[config.mk]
export PLATFORM = sky130hd
export DESIGN_NAME = sdram_burst_arbiter_flat
export DESIGN_NICKNAME = d
export VERILOG_FILES = /design/src/rtl/sdram_burst_arbiter_if.sv /design/src/rtl/sdram_burst_arbiter.sv /design/src/flat_wrapper.sv
export SDC_FILE = /design/constraint.sdc
export NUM_CORES = 1
export LEC_CHECK = 0
export BUFFER_PORTS_ARGS = -buffer_cell sky130_fd_sc_hd__buf_2
export CORE_MARGIN = 2
export CORE_UTILIZATION = 23
export DETAILED_ROUTE_END_ITERATION = 12
export GPL_ROUTABILITY_DRIVEN = 0
export SETUP_SLACK_MARGIN = 0.1
export SYNTH_ARGS = -nofsm -noshare
export SYNTH_HDL_FRONTEND = slang
export SYNTH_SLANG_ARGS = --single-unit
[constraint.sdc]
create_clock -name clk -period 2.2 [get_ports clk]
set_clock_uncertainty 0.1 [all_clocks]
set_input_delay 0 -clock clk [delete_from_list [all_inputs] [get_ports clk]]
set_output_delay 0 -clock clk [all_outputs]
set_load 0.03 [all_outputs]
[src/rtl/sdram_burst_arbiter_if.sv]
// Controller-side bus between the burst arbiter (master) and the SDRAM controller (slave).
// One request strobe per burst; per-word strobes come back from the controller.
interface sdram_burst_arbiter_if;
    logic        rw;
    logic        rw_en;
    logic [14:0] f_addr;
    logic [15:0] f2s_data;
    logic        f2s_data_valid;
    logic [15:0] s2f_data;
    logic        s2f_data_valid;
    logic        ready;

    modport master (
        output rw, rw_en, f_addr, f2s_data,
        input  f2s_data_valid, s2f_data, s2f_data_valid, ready
    );

    modport slave (
        input  rw, rw_en, f_addr, f2s_data,
        output f2s_data_valid, s2f_data, s2f_data_valid, ready
    );
endinterface

[src/rtl/sdram_burst_arbiter.sv]
// Arbitrates full-page SDRAM bursts between a camera write FIFO and a display read FIFO.
// Grant 1 cycle after eligibility with ready=1; data path is zero-latency; controller paces words via strobes.
module sdram_burst_arbiter #(
    parameter int BURST_LEN     = 512,
    parameter int FRAME_BURSTS  = 600,
    parameter int WR_HIGH_WATER = 1536
) (
    input  logic        clk,
    input  logic        rst_n,
    input  logic [10:0] wr_level,
    input  logic [15:0] wr_fifo_data,
    output logic        wr_fifo_rd_en,
    input  logic [10:0] rd_free,
    output logic        rd_fifo_wr_en,
    output logic [15:0] rd_fifo_data,
    input  logic        wr_frame_start,
    input  logic        rd_frame_start,
    sdram_burst_arbiter_if.master ctrl,
    output logic        grant_wr,
    output logic        grant_rd,
    output logic        burst_err
);
    localparam logic [10:0] BURST_LVL = 11'(BURST_LEN);
    localparam logic [10:0] HIGH_LVL  = 11'(WR_HIGH_WATER);
    localparam logic [9:0]  BEATS     = 10'(BURST_LEN);
    localparam logic [14:0] PTR_LAST  = 15'(FRAME_BURSTS - 1);
    localparam logic [11:0] WD_LIMIT  = 12'hFFF;

    typedef enum logic [2:0] {S_IDLE, S_REQ, S_WAIT_BUSY, S_XFER, S_WAIT_READY} state_t;
    state_t state, state_nxt;

    logic        rw_q;
    logic [14:0] addr_q;
    logic [14:0] wr_ptr, rd_ptr, wr_eff, rd_eff, wr_inc, rd_inc;
    logic        wr_pend, rd_pend, last_wr;
    logic [9:0]  beat_cnt;
    logic [11:0] wd_cnt;
    logic        we, re, high, pick_wr, arb_go, beat, beat_done, busy, wd_expire, upd;

    assign we     = wr_level >= BURST_LVL;
    assign re     = rd_free >= BURST_LVL;
    assign high   = we && (wr_level >= HIGH_LVL);
    assign arb_go = (state == S_IDLE) && ctrl.ready && (we || re);

    always_comb begin
        pick_wr = 1'b0;
        if (high)          pick_wr = 1'b1;
        else if (we && re) pick_wr = !last_wr;
        else               pick_wr = we;
    end

    // A pending frame restart makes the pointer read as 0 before it is physically cleared.
    assign wr_eff = (wr_pend || wr_frame_start) ? '0 : wr_ptr;
    assign rd_eff = (rd_pend || rd_frame_start) ? '0 : rd_ptr;
    assign wr_inc = (wr_ptr == PTR_LAST) ? '0 : wr_ptr + 15'd1;
    assign rd_inc = (rd_ptr == PTR_LAST) ? '0 : rd_ptr + 15'd1;

    assign beat      = (grant_wr && ctrl.f2s_data_valid) || (grant_rd && ctrl.s2f_data_valid);
    assign beat_done = beat && ((beat_cnt + 10'd1) == BEATS);
    assign busy      = (state == S_WAIT_BUSY) || (state == S_XFER) || (state == S_WAIT_READY);
    assign wd_expire = busy && (wd_cnt == WD_LIMIT);
    assign upd       = (state == S_WAIT_READY) && ctrl.ready && !wd_expire;

    assign ctrl.f2s_data = wr_fifo_data;
    assign wr_fifo_rd_en = ctrl.f2s_data_valid && grant_wr;
    assign rd_fifo_data  = ctrl.s2f_data;
    assign rd_fifo_wr_en = ctrl.s2f_data_valid && grant_rd;
    assign ctrl.rw       = rw_q;
    assign ctrl.f_addr   = addr_q;

    always_ff @(posedge clk or negedge rst_n) begin
        if (!rst_n) state <= S_IDLE;
        else        state <= state_nxt;
    end

    always_comb begin
        state_nxt = state;
        case (state)
            S_IDLE:       if (arb_go) state_nxt = S_REQ;
            S_REQ:        state_nxt = S_WAIT_BUSY;
            S_WAIT_BUSY:  if (!ctrl.ready || beat) state_nxt = S_XFER;
            S_XFER:       if (beat_done) state_nxt = S_WAIT_READY;
            S_WAIT_READY: if (ctrl.ready) state_nxt = S_IDLE;
            default:      state_nxt = S_IDLE;
        endcase
        if (wd_expire) state_nxt = S_IDLE;
    end

    always_comb begin
        ctrl.rw_en = (state == S_REQ);
    end

    always_ff @(posedge clk or negedge rst_n) begin
        if (!rst_n) begin
            rw_q      <= 1'b0;
            addr_q    <= '0;
            grant_wr  <= 1'b0;
            grant_rd  <= 1'b0;
            last_wr   <= 1'b0;
            burst_err <= 1'b0;
            beat_cnt  <= '0;
            wd_cnt    <= '0;
        end else begin
            wd_cnt <= busy ? wd_cnt + 12'd1 : '0;
            if ((state == S_WAIT_BUSY || state == S_XFER) && beat) beat_cnt <= beat_cnt + 10'd1;
            else if (state == S_IDLE)                             beat_cnt <= '0;
            if (wd_expire) begin
                burst_err <= 1'b1;
                grant_wr  <= 1'b0;
                grant_rd  <= 1'b0;
            end else if (arb_go) begin
                grant_wr <= pick_wr;
                grant_rd <= !pick_wr;
                rw_q     <= !pick_wr;
                addr_q   <= pick_wr ? wr_eff : rd_eff;
                last_wr  <= pick_wr;
            end else if (upd) begin
                grant_wr <= 1'b0;
                grant_rd <= 1'b0;
            end
        end
    end

    // A frame restart lands at the owning port's next update point, or at once if that port is idle.
    always_ff @(posedge clk or negedge rst_n) begin
        if (!rst_n) begin
            wr_ptr  <= '0;
            rd_ptr  <= '0;
            wr_pend <= 1'b0;
            rd_pend <= 1'b0;
        end else begin
            if (upd && grant_wr) begin
                wr_ptr  <= (wr_pend || wr_frame_start) ? '0 : wr_inc;
                wr_pend <= 1'b0;
            end else if (state == S_IDLE && (wr_pend || wr_frame_start)) begin
                wr_ptr  <= '0;
                wr_pend <= 1'b0;
            end else if (wr_frame_start) begin
                wr_pend <= 1'b1;
            end
            if (upd && grant_rd) begin
                rd_ptr  <= (rd_pend || rd_frame_start) ? '0 : rd_inc;
                rd_pend <= 1'b0;
            end else if (state == S_IDLE && (rd_pend || rd_frame_start)) begin
                rd_ptr  <= '0;
                rd_pend <= 1'b0;
            end else if (rd_frame_start) begin
                rd_pend <= 1'b1;
            end
        end
    end
endmodule

[src/flat_wrapper.sv]
// flat-port wrapper written by rule: the top's interface ports become plain ports
module sdram_burst_arbiter_flat 
#(
    parameter int BURST_LEN     = 512,
    parameter int FRAME_BURSTS  = 600,
    parameter int WR_HIGH_WATER = 1536
)
  (clk, rst_n, wr_level, wr_fifo_data, wr_fifo_rd_en, rd_free, rd_fifo_wr_en, rd_fifo_data, wr_frame_start, rd_frame_start, grant_wr, grant_rd, burst_err, ctrl_rw, ctrl_rw_en, ctrl_f_addr, ctrl_f2s_data, ctrl_f2s_data_valid, ctrl_s2f_data, ctrl_s2f_data_valid, ctrl_ready);
  sdram_burst_arbiter_if ctrl_i ();
  input  logic clk;
  input  logic rst_n;
  input  logic [10:0] wr_level;
  input  logic [15:0] wr_fifo_data;
  output logic wr_fifo_rd_en;
  input  logic [10:0] rd_free;
  output logic rd_fifo_wr_en;
  output logic [15:0] rd_fifo_data;
  input  logic wr_frame_start;
  input  logic rd_frame_start;
  output logic grant_wr;
  output logic grant_rd;
  output logic burst_err;
  output wire logic [$bits(ctrl_i.rw)-1:0] ctrl_rw;
  output wire logic [$bits(ctrl_i.rw_en)-1:0] ctrl_rw_en;
  output wire logic [$bits(ctrl_i.f_addr)-1:0] ctrl_f_addr;
  output wire logic [$bits(ctrl_i.f2s_data)-1:0] ctrl_f2s_data;
  input wire logic [$bits(ctrl_i.f2s_data_valid)-1:0] ctrl_f2s_data_valid;
  input wire logic [$bits(ctrl_i.s2f_data)-1:0] ctrl_s2f_data;
  input wire logic [$bits(ctrl_i.s2f_data_valid)-1:0] ctrl_s2f_data_valid;
  input wire logic [$bits(ctrl_i.ready)-1:0] ctrl_ready;
  assign ctrl_rw = ctrl_i.rw;
  assign ctrl_rw_en = ctrl_i.rw_en;
  assign ctrl_f_addr = ctrl_i.f_addr;
  assign ctrl_f2s_data = ctrl_i.f2s_data;
  assign ctrl_i.f2s_data_valid = ctrl_f2s_data_valid;
  assign ctrl_i.s2f_data = ctrl_s2f_data;
  assign ctrl_i.s2f_data_valid = ctrl_s2f_data_valid;
  assign ctrl_i.ready = ctrl_ready;
  sdram_burst_arbiter #(.BURST_LEN(BURST_LEN), .FRAME_BURSTS(FRAME_BURSTS), .WR_HIGH_WATER(WR_HIGH_WATER)) u_core (.clk(clk), .rst_n(rst_n), .wr_level(wr_level), .wr_fifo_data(wr_fifo_data), .wr_fifo_rd_en(wr_fifo_rd_en), .rd_free(rd_free), .rd_fifo_wr_en(rd_fifo_wr_en), .rd_fifo_data(rd_fifo_data), .wr_frame_start(wr_frame_start), .rd_frame_start(rd_frame_start), .ctrl(ctrl_i), .grant_wr(grant_wr), .grant_rd(grant_rd), .burst_err(burst_err));
endmodule
---- Word-level counts from Yosys, hierarchy flattened ----
Index checks and enable logic that the tools add are counted.
word-level totals
  register bits after elaboration ......... 77
  latch bits .............................. 0
  bits in writable memories ............... 0
  bits in read-only memories .............. 0
  bits of input ports ..................... 61
  word-level logic and storage cells ...... 101
  memories kept ........................... 0
operators by class
  add/subtract/negate cells ............... 4
  $mul .................................... 0
  div/mod/pow operators ................... 0
  order comparisons ....................... 3
  equal/unequal tests ..................... 12
  shifts and indexed selects .............. 0
  mux-type cells .......................... 33
  bitwise gates (word level) .............. 1
  reductions and logical operators ........ 35
operators with widths
  cell                                                    count
  2-to-1 mux 15 bit                                       11
  adder 15 x 1 -> 15 bit (second input constant)          2
  == test 15 x 10 -> 1 bit (second input constant)        2
  >= comparator 11 x 10 -> 1 bit (second input constant)  2
  2-to-1 mux 10 bit                                       2
  logical AND 1 bit                                       15
  2-to-1 mux 3 bit                                        5
  case mux 3 bit (5 select lines)                         1
  2-to-1 mux 1 bit                                        13
  adder 12 x 1 -> 12 bit (second input constant)          1
  == test 12 bit (second input constant)                  1
  2-to-1 mux 12 bit                                       1
  >= comparator 11 bit (second input constant)            1
  adder 10 x 1 -> 10 bit (second input constant)          1
  == test 10 bit (second input constant)                  1
  nonzero test 3 bit                                      3
  logical OR 1 bit                                        7
  == test 3 x 2 -> 1 bit (second input constant)          2
  != test 3 x 1 -> 1 bit (second input constant)          2
  != test 3 x 2 -> 1 bit (second input constant)          2
  nonzero test 2 bit                                      3
  zero test 1 bit                                         4
  AND reduction 4 bit                                     1
  == test 3 x 1 -> 1 bit (second input constant)          1
  other kinds (4)                                         4

---- Logic depth before layout (Yosys ltp) ----
Gate-level depths: netlist (run 1).
  depth in word-level cells ............... 9
  depth in mapped cells ................... 8
  mapped depth without buffers ............ 6

---- Least setup slack after synthesis (run 1) ----
OpenSTA, ideal clock, no wires.
  kind .................................... reg2reg
  from .................................... reg u_core.wd_cnt[0]
  to ...................................... reg u_core.wr_ptr[9]
  data arrival time ....................... 1.874 ns
  data required time ...................... 2.031 ns
  slack ................................... 0.157 ns
  stages on the path, launching flop included .. 8
  buffers on the path ..................... 1
  cell sequence ........................... dfrtp_1 > ha_1 > and2_1 > a41oi_2 > nand4_1 > clkbuf_1 > or3_1 > nand3_1
between the ends
  word-level cells in the longest chain between the ends .. 6
  elaborated cells on any way between the ends .. 7
  those cells by class .................... 1 x eq/ne; 1 x mux; 5 x reduce/logical
RTL lines
  element                                                  line                        RTL
  start, declared                                          sdram_burst_arbiter.sv:37   logic [11:0] wd_cnt;
  start signal, assigned                                   sdram_burst_arbiter.sv:104  wd_cnt <= busy ? wd_cnt + 12'd1 : '0;
  == test 12 bit *                                         sdram_burst_arbiter.sv:61   assign wd_expire = busy && (wd_cnt == WD_LIMIT);
  logical AND 1 bit *                                      sdram_burst_arbiter.sv:61
  zero test 1 bit *                                        sdram_burst_arbiter.sv:62   assign upd = (state == S_WAIT_READY) && ctrl.ready && !wd_expire;
  logical AND 1 bit *                                      sdram_burst_arbiter.sv:62
  logical AND 1 bit *                                      sdram_burst_arbiter.sv:132  if (upd && grant_wr) begin
  2-to-1 mux 15 bit or nonzero test 2 bit (tied branches)  n/a
  end signal, assigned                                     sdram_burst_arbiter.sv:133  wr_ptr <= (wr_pend || wr_frame_start) ? '0 : wr_inc;
  end, declared                                            sdram_burst_arbiter.sv:34   logic [14:0] wr_ptr, rd_ptr, wr_eff, rd_eff, wr_inc, rd_inc;
Every way passes the cells marked *; elsewhere a longest branch is shown, timed or not.
A chain may end at the register's enable or synchronous reset.

---- Final worst setup path (run 1) ----
  from .................................... reg u_core.wd_cnt[0]
  to ...................................... reg u_core.wr_ptr[12]
The elaborated chain is that of the path after synthesis.

==> metrics.md, run 1 <==
| Metric | Value |
|---|---|
| Total CTS buffers | 9 |
| Die area | 20100 um^2 |
| Ys Warns | 0 |
| Final count of hold timing violations | 0 |
| VDD IR max | approximately 380 uV |
| Xor/xnor cell area share of the yosys netlist | 2.61% |
| First drt pass iteration count | 6 |
| Clock sink count | 77 |
| Iteration-0 DRC Markers | 309 |
| Commonest non-fill, non-tap cell in the layout | dfrtp_1 |
| Clock Tree Buf Depth | 2 |
| Largest net degree at the start of global routing | 40 |
| Fmax | 0.499 GHz |
| Simple-gate share of the synthesized area | between 20 and 25% |
| Clk Latency, worst-skew pair | 0.34 ns |
| Wire per inst | 14.0 um |
| CP startpoint kind | register |
| Vias in the first global route | around 3400 |
| Post-synthesis compound-gate area fraction | about 16% |
| RSZ-0062 raised after global routing | true |
| PnR worst setup slack | 0.196 ns |
| Max cap viols | 0 |
| Syn nets | roughly 550 |
| Final setup fails | 0 |
| Worst hold margin | between 0.05 and 0.06 ns |
| Core Region | 18600 um^2 |
| Worst setup EP type | register |
| Fraction of layout cells with a size suffix above 1 | approximately 18% |
| Standard-cell rows | 50 |
| Setup_tns | 0 ns |
| Die Span Y | 142 um |
| Area Growth Syn to Fin | 24.3% |
| Synth cell types | 55 |
| Worst slew pin tran | 0.527 ns |
| Post-synthesis mux area share | 0.687% |
| Main synth FF type | dfrtp_1 |
| CTS tree | built |
| Final Core Density | approximately 29% |
| Min Tclk post-route | 2.00 ns |
| Power Dens Cells | 590 nW/um^2 |
| Most frequent cells in the layout | 77 x dfrtp_1, 38 x nand2_1, 38 x o21ai_0 |
| Slew margin rel. | 64.9% |
| Initial antenna violation count | 0 |
| DP Worst Slack | between 0.08 and 0.09 ns |
| Synth Instances | 479 |
| Post-synth EDFFs | 0 |
| HPWL after DPL | 7.43 mm |
| First-pass GRT wire length | 17.8 mm |
| Sequential share of the synthesized area | 44.1% |
| Critical Path AT | 2.18 ns |
| Vias per cell | ~4.8 |
| Static Leakage | 0.00250 uW |
| Crit-path max FO | 11 |
| Routed WL | 10.8 mm |
| DRC | 0 |
| # IOs | approximately 120 |
| Async SR Flop Fraction | between 90% and 100% |
| Grt total ovfl | 0 |
| Final Max Slew Viols | 0 |
| WP data required | 2.38 ns |
| Root Buffer Master | clkbuf_16 |
| FF+latch count, synth | just under 80 |
| Largest family of logic cells by synthesized area | simple AND/OR/NAND/NOR gates |
| Antenna cell count | 0 |
| Mapped cell area | between 4000 and 5000 um^2 |
| Power after layout | between 3000 and 4000 uW |
| Min-Delay Path Class | primary input to register |
| Htree depth | 3 |
| Nets | 604 |
| Post-route ant nets | 0 |
| Number of I/O port buffers | 32 |
| Die W | ~140 um |
| Status | finished clean |
| Starting Density | 23.4% |
| GRT Overall Usage | 11.1% |
| DR vias | 3760 |
| Setup Crit Path Kind | register to register |
| Synthesized area per cell | 9.12 um^2 |
| Period utilisation layout | just over 90% |
| Clk slew on worst S/H paths | 0.06 ns |
| Post-Synth Adder-Cell Area | 1.43% |
## timing repair
item	CTS	global route
buffers inserted	0	1
hold buffers	35	0
gates resized for setup	1	7
setup endpoints to repair	9	21
hold endpoints to repair	111	0
pin swaps	1	2
## sequential cells by signal, summed over array words and instances (netlist names), 3 cells and up
signal              cells
u_core.ctrl.f_addr     15
u_core.beat_cnt        10
u_core.rd_ptr          15
u_core.wr_ptr          15
u_core.wd_cnt          12
u_core.state            3
## logic make-up after synthesis
group / count (synthesis)
buffers and inverters: 77
multiplexers: 3
AND/OR/NAND/NOR: 198
adder cells (fa/ha/maj): 5
XOR/XNOR: 13
AO/OA/AOI/OAI: 106
flip-flops: 77
## through the flow
step                instances  cell area (um^2)
floorplan                 479              4370
global placement          725              4770
detailed placement        725              4770
CTS                       775              5400
global route              776              5430
finish                    776              5430
## critical path, cell delays in order, from the launching register on
cell and delay [ns]:
dfrtp_1 0.38, ha_2 0.21, and2_2 0.24, a41oi_4 0.25, nand4_1 0.16, buf_6 0.17
or3_1 0.34, nand3_1 0.09
## synthesized netlist by cell type (2+ instances only)
master     instances  area share (%)
o2bb2ai_1          3            0.60
nand4_1           11             1.6
and4_1             7             1.4
nor3_2             2            0.46
a211o_1            3            0.60
a31oi_1            5            0.72
dfrtp_1           77              44
ha_1               5             1.4
or3_1             15             2.1
or2_2              3            0.43
o22ai_1            2            0.29
buf_6              2            0.52
a22o_1             2            0.40
xor2_1             6             1.2
a222oi_1          14             3.2
nor3b_1            5            0.86
a21o_1            11             1.9
nand3_1           34             3.9
and2_1             8             1.1
nand2b_1           3            0.43
nor2_1            32             2.8
a21oi_1           15             1.7
nor4b_1            2            0.40
clkbuf_1           6            0.52
o21a_1             2            0.34
mux2i_1            3            0.69
inv_1             24             2.1
a21boi_0           2            0.34
clkbuf_2           2            0.23
a211oi_1           2            0.34
o21ai_0           38             4.4
nor2b_1            4            0.57
buf_4             32             5.5
and3_1             7             1.0
nand2_1           38             3.3
nor3_1            11             1.3
nor4_1             7             1.0
buf_2             11             1.3
xnor2_1            7             1.4
## layout make-up
type,instances,area (um^2)
clock buffer,11,243
clock inverter,4,25.0
fill,1996,13200
inverter,24,90.1
multi-input combinational,325,2030
sequential,77,1930
tap,234,293
timing repair buffer,101,822
## report_power, final
part           total, uW  switching [uW]  internal, uW
Clock               1360             573           784
Combinational        368             224           144
Sequential          1480            30.2          1450
## path summary, 6_finish.rpt
kind	start	endpoint	slack, ns	cells past startpoint
min in group asynchronous	rst_n	u_core.beat_cnt[6]	0.08	2
hold / removal	wr_frame_start	u_core.ctrl.f_addr[14]	0.05	4
max in group asynchronous	rst_n	u_core.rd_ptr[9]	1.32	3
hold reg to reg	u_core.burst_err	u_core.burst_err	0.38	1
setup / recovery	u_core.wd_cnt[0]	u_core.wr_ptr[12]	0.20	7
setup reg to reg	u_core.wd_cnt[0]	u_core.wr_ptr[12]	0.20	7
## routing by layer
layer	vias to the layer above	part of all wire, %	track usage [%]
met2	110	41	15.6
li1	1827	-	-
met3	9	4.9	3.21
met4	0	1.2	2.37
met1	1814	53	16.7
met5	-	0	0
Note: power is estimated with default switching activity, not from simulation.
==> run 2, diff against run 1 <==
--- a/config.mk
+++ b/config.mk
@@ -5,6 +5,7 @@
 export SDC_FILE = /design/constraint.sdc
 export NUM_CORES = 1
 export LEC_CHECK = 0
+export ABC_AREA = 1
 export BUFFER_PORTS_ARGS = -buffer_cell sky130_fd_sc_hd__buf_2
 export CORE_MARGIN = 2
 export CORE_UTILIZATION = 23
==> run 2 against run 1 <==
Core utilization shrank 1.4 points. Global-route usage decreased by 0.74 points. Sequential cell count is the same. Synthesized cell count rose by 30%. Setup slack better by 0.071 ns. First-iteration DRC count shrank 13%. Register-to-register slack improved by 0.07 ns. Final area up 3.1%. Synthesized area grew 7.8%. Final cell count rose by 21%. Routed wire length up 3.3%. Maximum frequency rose by 3.7%. Critical endpoint is now u_core.wr_ptr[8].
==> metrics.md, run 2 <==
| Metric | Value |
|---|---|
| Status | finished clean |
| HPWL after DPL | ~8.0 mm |
| Clk slew on worst S/H paths | 0.06 ns |
| Net Sw Power | 1560 uW |
| Worst slew pin tran | 0.620 ns |
| First-pass GRT wire length | 18.3 mm |
| Routed WL | 11.2 mm |
| Worst hold margin | just under 0.03 ns |
| Fraction of layout cells with a size suffix above 1 | 12.5% |
| Ys Warns | 0 |
| Sequential Power Share | a little under two fifths |
| Switching part of the total power | 36.1% |
| Slew margin rel. | 58.2% |
| Vias per cell | 4.33 |
| Die Span Y | ~150 um |
| Clock Tree Buf Depth | 2 |
| DR vias | 4073 |
| Largest net degree at the start of global routing | 34 |
| Top cells by area, synth | dfrtp_1 41%, nand2_1 12%, nand3_1 11% |
| Synth cell types | a little over 40 |
| Max cap viols | 0 |
| Yosys top cell area share | 40.9% |
| Main synth FF type | dfrtp_1 |
| Die W | 147 um |
| Min Tclk post-route | 1.93 ns |
| WP data required | 2.38 ns |
| Wire per inst | 11.9 um |
| Mapped cell area | 4710 um^2 |
| Setup Crit Path Kind | register to register |
| Number of I/O port buffers | 32 |
| Top-count cell post-synth | nand2_1 |
| Starting Density | a little under a quarter |
| FF+latch count, synth | 77 |
| Crit-path max FO | 21 |
| Period utilisation layout | between 80% and 90% |
| CTS tree | built |
| Area Growth Syn to Fin | 19.0% |
| Htree depth | 3 |
| Worst setup EP type | register |
| Async SR Flop Fraction | 100% |
| Fmax | between 0.5 and 0.6 GHz |
| # IOs | 115 |
| First drt pass iteration count | 4 |
| Static Leakage | 0.00260 uW |
| Final count of hold timing violations | 0 |
| Commonest non-fill, non-tap cell in the layout | nand2_1 |
| Total CTS buffers | 9 |
| Initial antenna violation count | 0 |
| Syn nets | around 690 |
| Die area | about 22000 um^2 |
| Sequential share of the synthesized area | 40.9% |
| Final setup fails | 0 |
| Most frequent cells in the layout | 148 x nand2_1, 104 x nand3_1, 77 x dfrtp_1 |
| Synthesized area per cell | 7.53 um^2 |
| Critical-path cell list | ha_1 -> nand2_2 -> nor2_4 -> nand2_2 -> nor2_4 -> nand3_4 -> nand2_4 -> nor2_8 -> inv_6 -> nor2_2 -> nand2_1 -> nand2_1 |
| Post-synth top area cell | dfrtp_1 |
| Core Region | 20200 um^2 |
| Antenna cell count | 0 |
| RSZ-0062 raised after global routing | false |
| Iteration-0 DRC Markers | 268 |
| GRT Overall Usage | 10.3% |
| Standard-cell rows | 52 |
| Critical Path AT | between 2 and 2.5 ns |
| Nets | about 730 |
| Pint | ~2800 uW |
| CP startpoint kind | register |
| Setup_tns | 0 ns |
| Slowest CP cell | dfrtp_1 |
| VDD IR max | 445 uV |
| Combinational fraction of design power | 28.1% |
| DRC | 0 |
| Post-synth EDFFs | 0 |
| Root Buffer Master | clkbuf_16 |
| Power Dens Cells | 774 nW/um^2 |
| Clk pwr share | about 34% |
| Post-synth top cells | 148 x nand2_1, 104 x nand3_1, 77 x dfrtp_1 |
| Final Max Slew Viols | 0 |
| Clock sink count | 77 |
| Vias in the first global route | 3616 |
| Min-Delay Path Class | primary input to register |
| Post-route ant nets | 0 |
| Synth Instances | 625 |
| Clk Latency, worst-skew pair | ~0.33 ns |
| CP peak stage delay | 0.39 ns |
| Grt total ovfl | 0 |
run 2: cell count changes after synthesis, sizes merged, moves of 10 or more:
cell    before  now
nand3       34  106
nor2        32   59
a222oi      14    0
o21ai       39   29
inv         24   66
or3         15    0
nand2       38  153
a21o        11    1
run 2: logic make-up after synthesis:
logic type	share of synthesized area (%)
AO/OA/AOI/OAI	7.36
adder cells (fa/ha/maj)	1.33
buffers and inverters	13.2
AND/OR/NAND/NOR	34.4
flip-flops	40.9
XOR/XNOR	2.79
run 2: path summary, 6_finish.rpt:
path                             startpoint                  to  slack (ns)  cells after the start
max in group asynchronous             rst_n  u_core.beat_cnt[8]        1.37                      3
min reg2reg                u_core.wd_cnt[0]    u_core.wd_cnt[0]        0.36                      1
max reg2reg                u_core.wd_cnt[0]    u_core.wr_ptr[8]        0.27                     12
min in group asynchronous             rst_n    u_core.wd_cnt[2]        0.04                      2
min                              ctrl_ready     u_core.grant_rd        0.03                      4
max                        u_core.wd_cnt[0]    u_core.wr_ptr[8]        0.27                     12
run 2: critical path: cells and delay by family (launching register included):
family,cells,cell delay (ns)
and+or+nand+nor,10,1.04
adders and majority gates,1,0.24
DFF,1,0.39
buffers and inverters,1,0.11
run 2: power by group through the flow:
stage	Sequential, uW	Combinational, uW	Clock (uW)
floorplan	1710	811	0
global placement	1660	1090	0
detailed placement	1660	1090	0
CTS	1640	1210	1520
global route	1650	1360	1570
finish	1640	1220	1480
run 2: cell type report:
cell class              count  area (um^2)
fillers                  2226        14600
multi-input cells         431         2160
flip-flops and latches     77         1930
repair buffers             78          618
well taps                 270          338
inverters                  69          267
clock buffers              10          229
clock inverters             6         63.8
run 2: stage by stage:
| stage | utilization [%] | cell area, um^2 | instances | setup slack, ns | power, uW |
|---|---|---|---|---|---|
| 4_1_cts | 27.7 | 5580 | 940 | 0.243 | 4360 |
| 2_1_floorplan | - | 4710 | 625 | 0.473 | 2520 |
| 3_5_place_dp | 24.5 | 4950 | 890 | 0.265 | 2750 |
| 3_3_place_gp | 24.5 | 4950 | 890 | 0.273 | 2750 |
| 5_1_grt | 27.8 | 5600 | 941 | 0.119 | 4580 |
| 6_report | 27.8 | 5600 | 941 | 0.267 | 4330 |
run 2: routing by layer:
metal	wire length (um)	track usage, %	vias to the layer above
li1	-	-	2094
met1	5820	15.6	1877
met2	4720	15.0	95
met3	561	2.20	7
met4	86	2.50	0
met5	0	0	-
run 2: what timing repair did:
action                                 CTS  global route
setup endpoints to repair                0             2
buffers inserted                         0             1
endpoints found under the hold margin  111             0
resized for setup                        0             1
hold buffers                            34             0
==> run 3, diff against run 2 <==
--- a/config.mk
+++ b/config.mk
@@ -7,8 +7,9 @@
 export LEC_CHECK = 0
 export ABC_AREA = 1
 export BUFFER_PORTS_ARGS = -buffer_cell sky130_fd_sc_hd__buf_2
-export CORE_MARGIN = 2
+export CORE_MARGIN = 10
 export CORE_UTILIZATION = 23
+export CTS_BUF_LIST = sky130_fd_sc_hd__clkbuf_8
 export DETAILED_ROUTE_END_ITERATION = 12
 export GPL_ROUTABILITY_DRIVEN = 0
 export SETUP_SLACK_MARGIN = 0.1
==> run 3 against run 2 <==
Sequential share of layout area grew 0.42 points. Global-route usage shrank 1.1 points. Clock-buffer cell count rose by 1. Critical path type unchanged. Largest power group unchanged.
==> metrics.md, run 3 (synthesis gave the netlist of run 2 again) <==
| Metric | Value |
|---|---|
| Setup_tns | 0 ns |
| Die W | 163 um |
| DP Worst Slack | 0.259 ns |
| Worst hold margin | between 0.02 and 0.03 ns |
| Slowest CP cell | dfrtp_1 |
| HPWL after DPL | 8.40 mm |
| Setup Crit Path Kind | register to register |
| Starting Density | 23.3% |
| Fillers | around 2200 |
| Final setup fails | 0 |
| Number of I/O port buffers | 32 |
| Final Max Slew Viols | 0 |
| Most frequent cells in the layout | 148 x nand2_1, 104 x nand3_1, 77 x dfrtp_1 |
| DRC | 0 |
| Die Span Y | 163 um |
| Clock sink count | 77 |
| Nets | ~730 |
| Period utilisation layout | 88.2% |
| CP startpoint kind | register |
| CTS tree | built |
| First drt pass iteration count | 5 |
| # IOs | ~120 |
| Critical Path AT | 2.14 ns |
| Clock Tree Buf Depth | 2 |
| Buf/Inv on CP | 1 |
| GRT Overall Usage | 9.22% |
| Worst reg2reg endpoint | u_core.wr_ptr[14] |
| Htree depth | 3 |
| Min-Delay Path Class | primary input to register |
| Max cap viols | 0 |
| Grt total ovfl | 0 |
| WP depth | 12 |
| Total CTS buffers | 9 |
| PnR worst setup slack | about 0.26 ns |
| Cells on worst reg2reg path | 12 |
| Clk Latency, worst-skew pair | 0.36 ns |
| Critical R2R Launch | u_core.wd_cnt[0] |
| FF/Latch Area | 1930 um^2 |
| R2R Setup Slk | 0.26 ns |
| Family with the most delay on the worst path | simple AND/OR/NAND/NOR gates |
| Slew margin rel. | 58.0% |
| RSZ-0062 raised after global routing | false |
| Crit-path max FO | 21 |
| DP Cell Count | 890 |
| Standard-cell rows | 52 |
| Routed WL | around 12 mm |
| Fmax | 0.515 GHz |
| Initial antenna violation count | 0 |
| Non-filler cells, final | 942 |
| Vias in the first global route | 3988 |
| Status | finished clean |
| Critical-path cell list | ha_1 -> nand2_2 -> nor2_4 -> nand2_2 -> nor2_4 -> nand3_4 -> nand2_4 -> nor2_8 -> inv_8 -> nor2_2 -> nand2_1 -> nand2_1 |
| Largest net degree at the start of global routing | 39 |
| Die area | around 27000 um^2 |
| Area Growth Syn to Fin | 17.5% |
| Core Region | around 20000 um^2 |
| CP peak stage delay | 0.40 ns |
| Static Leakage | 0.00258 uW |
| VDD IR max | 320 uV |
| Worst setup EP type | register |
| Wire per inst | around 13 um |
| Fraction of layout cells with a size suffix above 1 | 12.5% |
| Power Dens Cells | 741 nW/um^2 |
| Commonest non-fill, non-tap cell in the layout | nand2_1 |
| Final count of hold timing violations | 0 |
| CP Launch Point | u_core.wd_cnt[0] |
| Min Tclk post-route | between 1.5 and 2 ns |
| Vias per cell | 4.42 |
| WP data required | between 2 and 2.5 ns |
| Footprint of the multi-input gates | 2160 um^2 |
| Clk slew on worst S/H paths | 0.08 ns |
| Worst slew pin tran | 0.624 ns |
| DR vias | 4166 |
| Antenna cell count | 0 |
| Crit path to | u_core.wr_ptr[14] |
| Iteration-0 DRC Markers | ~300 |
| Root Buffer Master | clkbuf_8 |
| Post-route ant nets | 0 |
| Final Core Density | 27.4% |
| First-pass GRT wire length | around 20 mm |
## run 3: cell type report
| cell class | count | share of cell area [%] |
|---|---|---|
| Multi-Input combinational cell | 431 | 39.0 |
| Sequential cell | 77 | 34.8 |
| Timing Repair Buffer | 79 | 11.1 |
| Tap cell | 270 | 6.11 |
| Inverter | 69 | 4.86 |
| Clock buffer | 11 | 2.74 |
| Clock inverter | 5 | 1.33 |
## run 3: layer usage
metal  GRT usage (%)  vias up  part of all wire, %
met5               0        -                    0
met4            2.58        0                  1.2
met2            13.4      129                   42
met1            12.8     1929                   49
met3            2.89       12                  7.5
li1                -     2096                    -
## run 3: report_power, final
part           internal, uW  switching (uW)  leakage, uW
combinational           346             880      0.00141
sequential             1540            98.7      0.00106
clock                   694             544     0.000121
## run 3: worst min path at each step
stage | cells past startpoint | endpoint | slack, ns | startpoint
6_report | 5 | u_core.wr_ptr[5] | 0.03 | wr_frame_start
5_1_grt | 5 | u_core.wr_ptr[5] | 0.04 | wr_frame_start
4_1_cts | 5 | u_core.wr_ptr[5] | 0.002 | wr_frame_start
3_5_place_dp | 0 | ctrl_f2s_data[0] | -0.1 | wr_fifo_data[0]
3_3_place_gp | 0 | ctrl_f2s_data[0] | -0.1 | wr_fifo_data[0]
2_1_floorplan | 0 | u_core.beat_cnt[0] | -0.40 | rst_n
## run 3: worst register-to-register path, stage by stage (launching register included)
cell and delay, ns:
dfrtp_1 0.40, ha_1 0.24, nand2_2 0.11, nor2_4 0.05, nand2_2 0.09, nor2_4 0.05
nand3_4 0.09, nand2_4 0.09, nor2_8 0.18, inv_8 0.10, nor2_2 0.24, nand2_1 0.08
nand2_1 0.08
## run 3: what timing repair did
item / in CTS / in global routing
buffers inserted: 0 / 1
endpoints found under the hold margin: 109 / 0
setup endpoints to repair: 0 / 3
hold buffers: 35 / 0
resized for setup: 0 / 2
## run 3: through the flow
step                total power (uW)  instance area [um^2]
global route                    4360                  5530
CTS                             4130                  5510
detailed placement              2760                  4930
global placement                2740                  4930
finish                          4100                  5530
floorplan                       2520                  4710
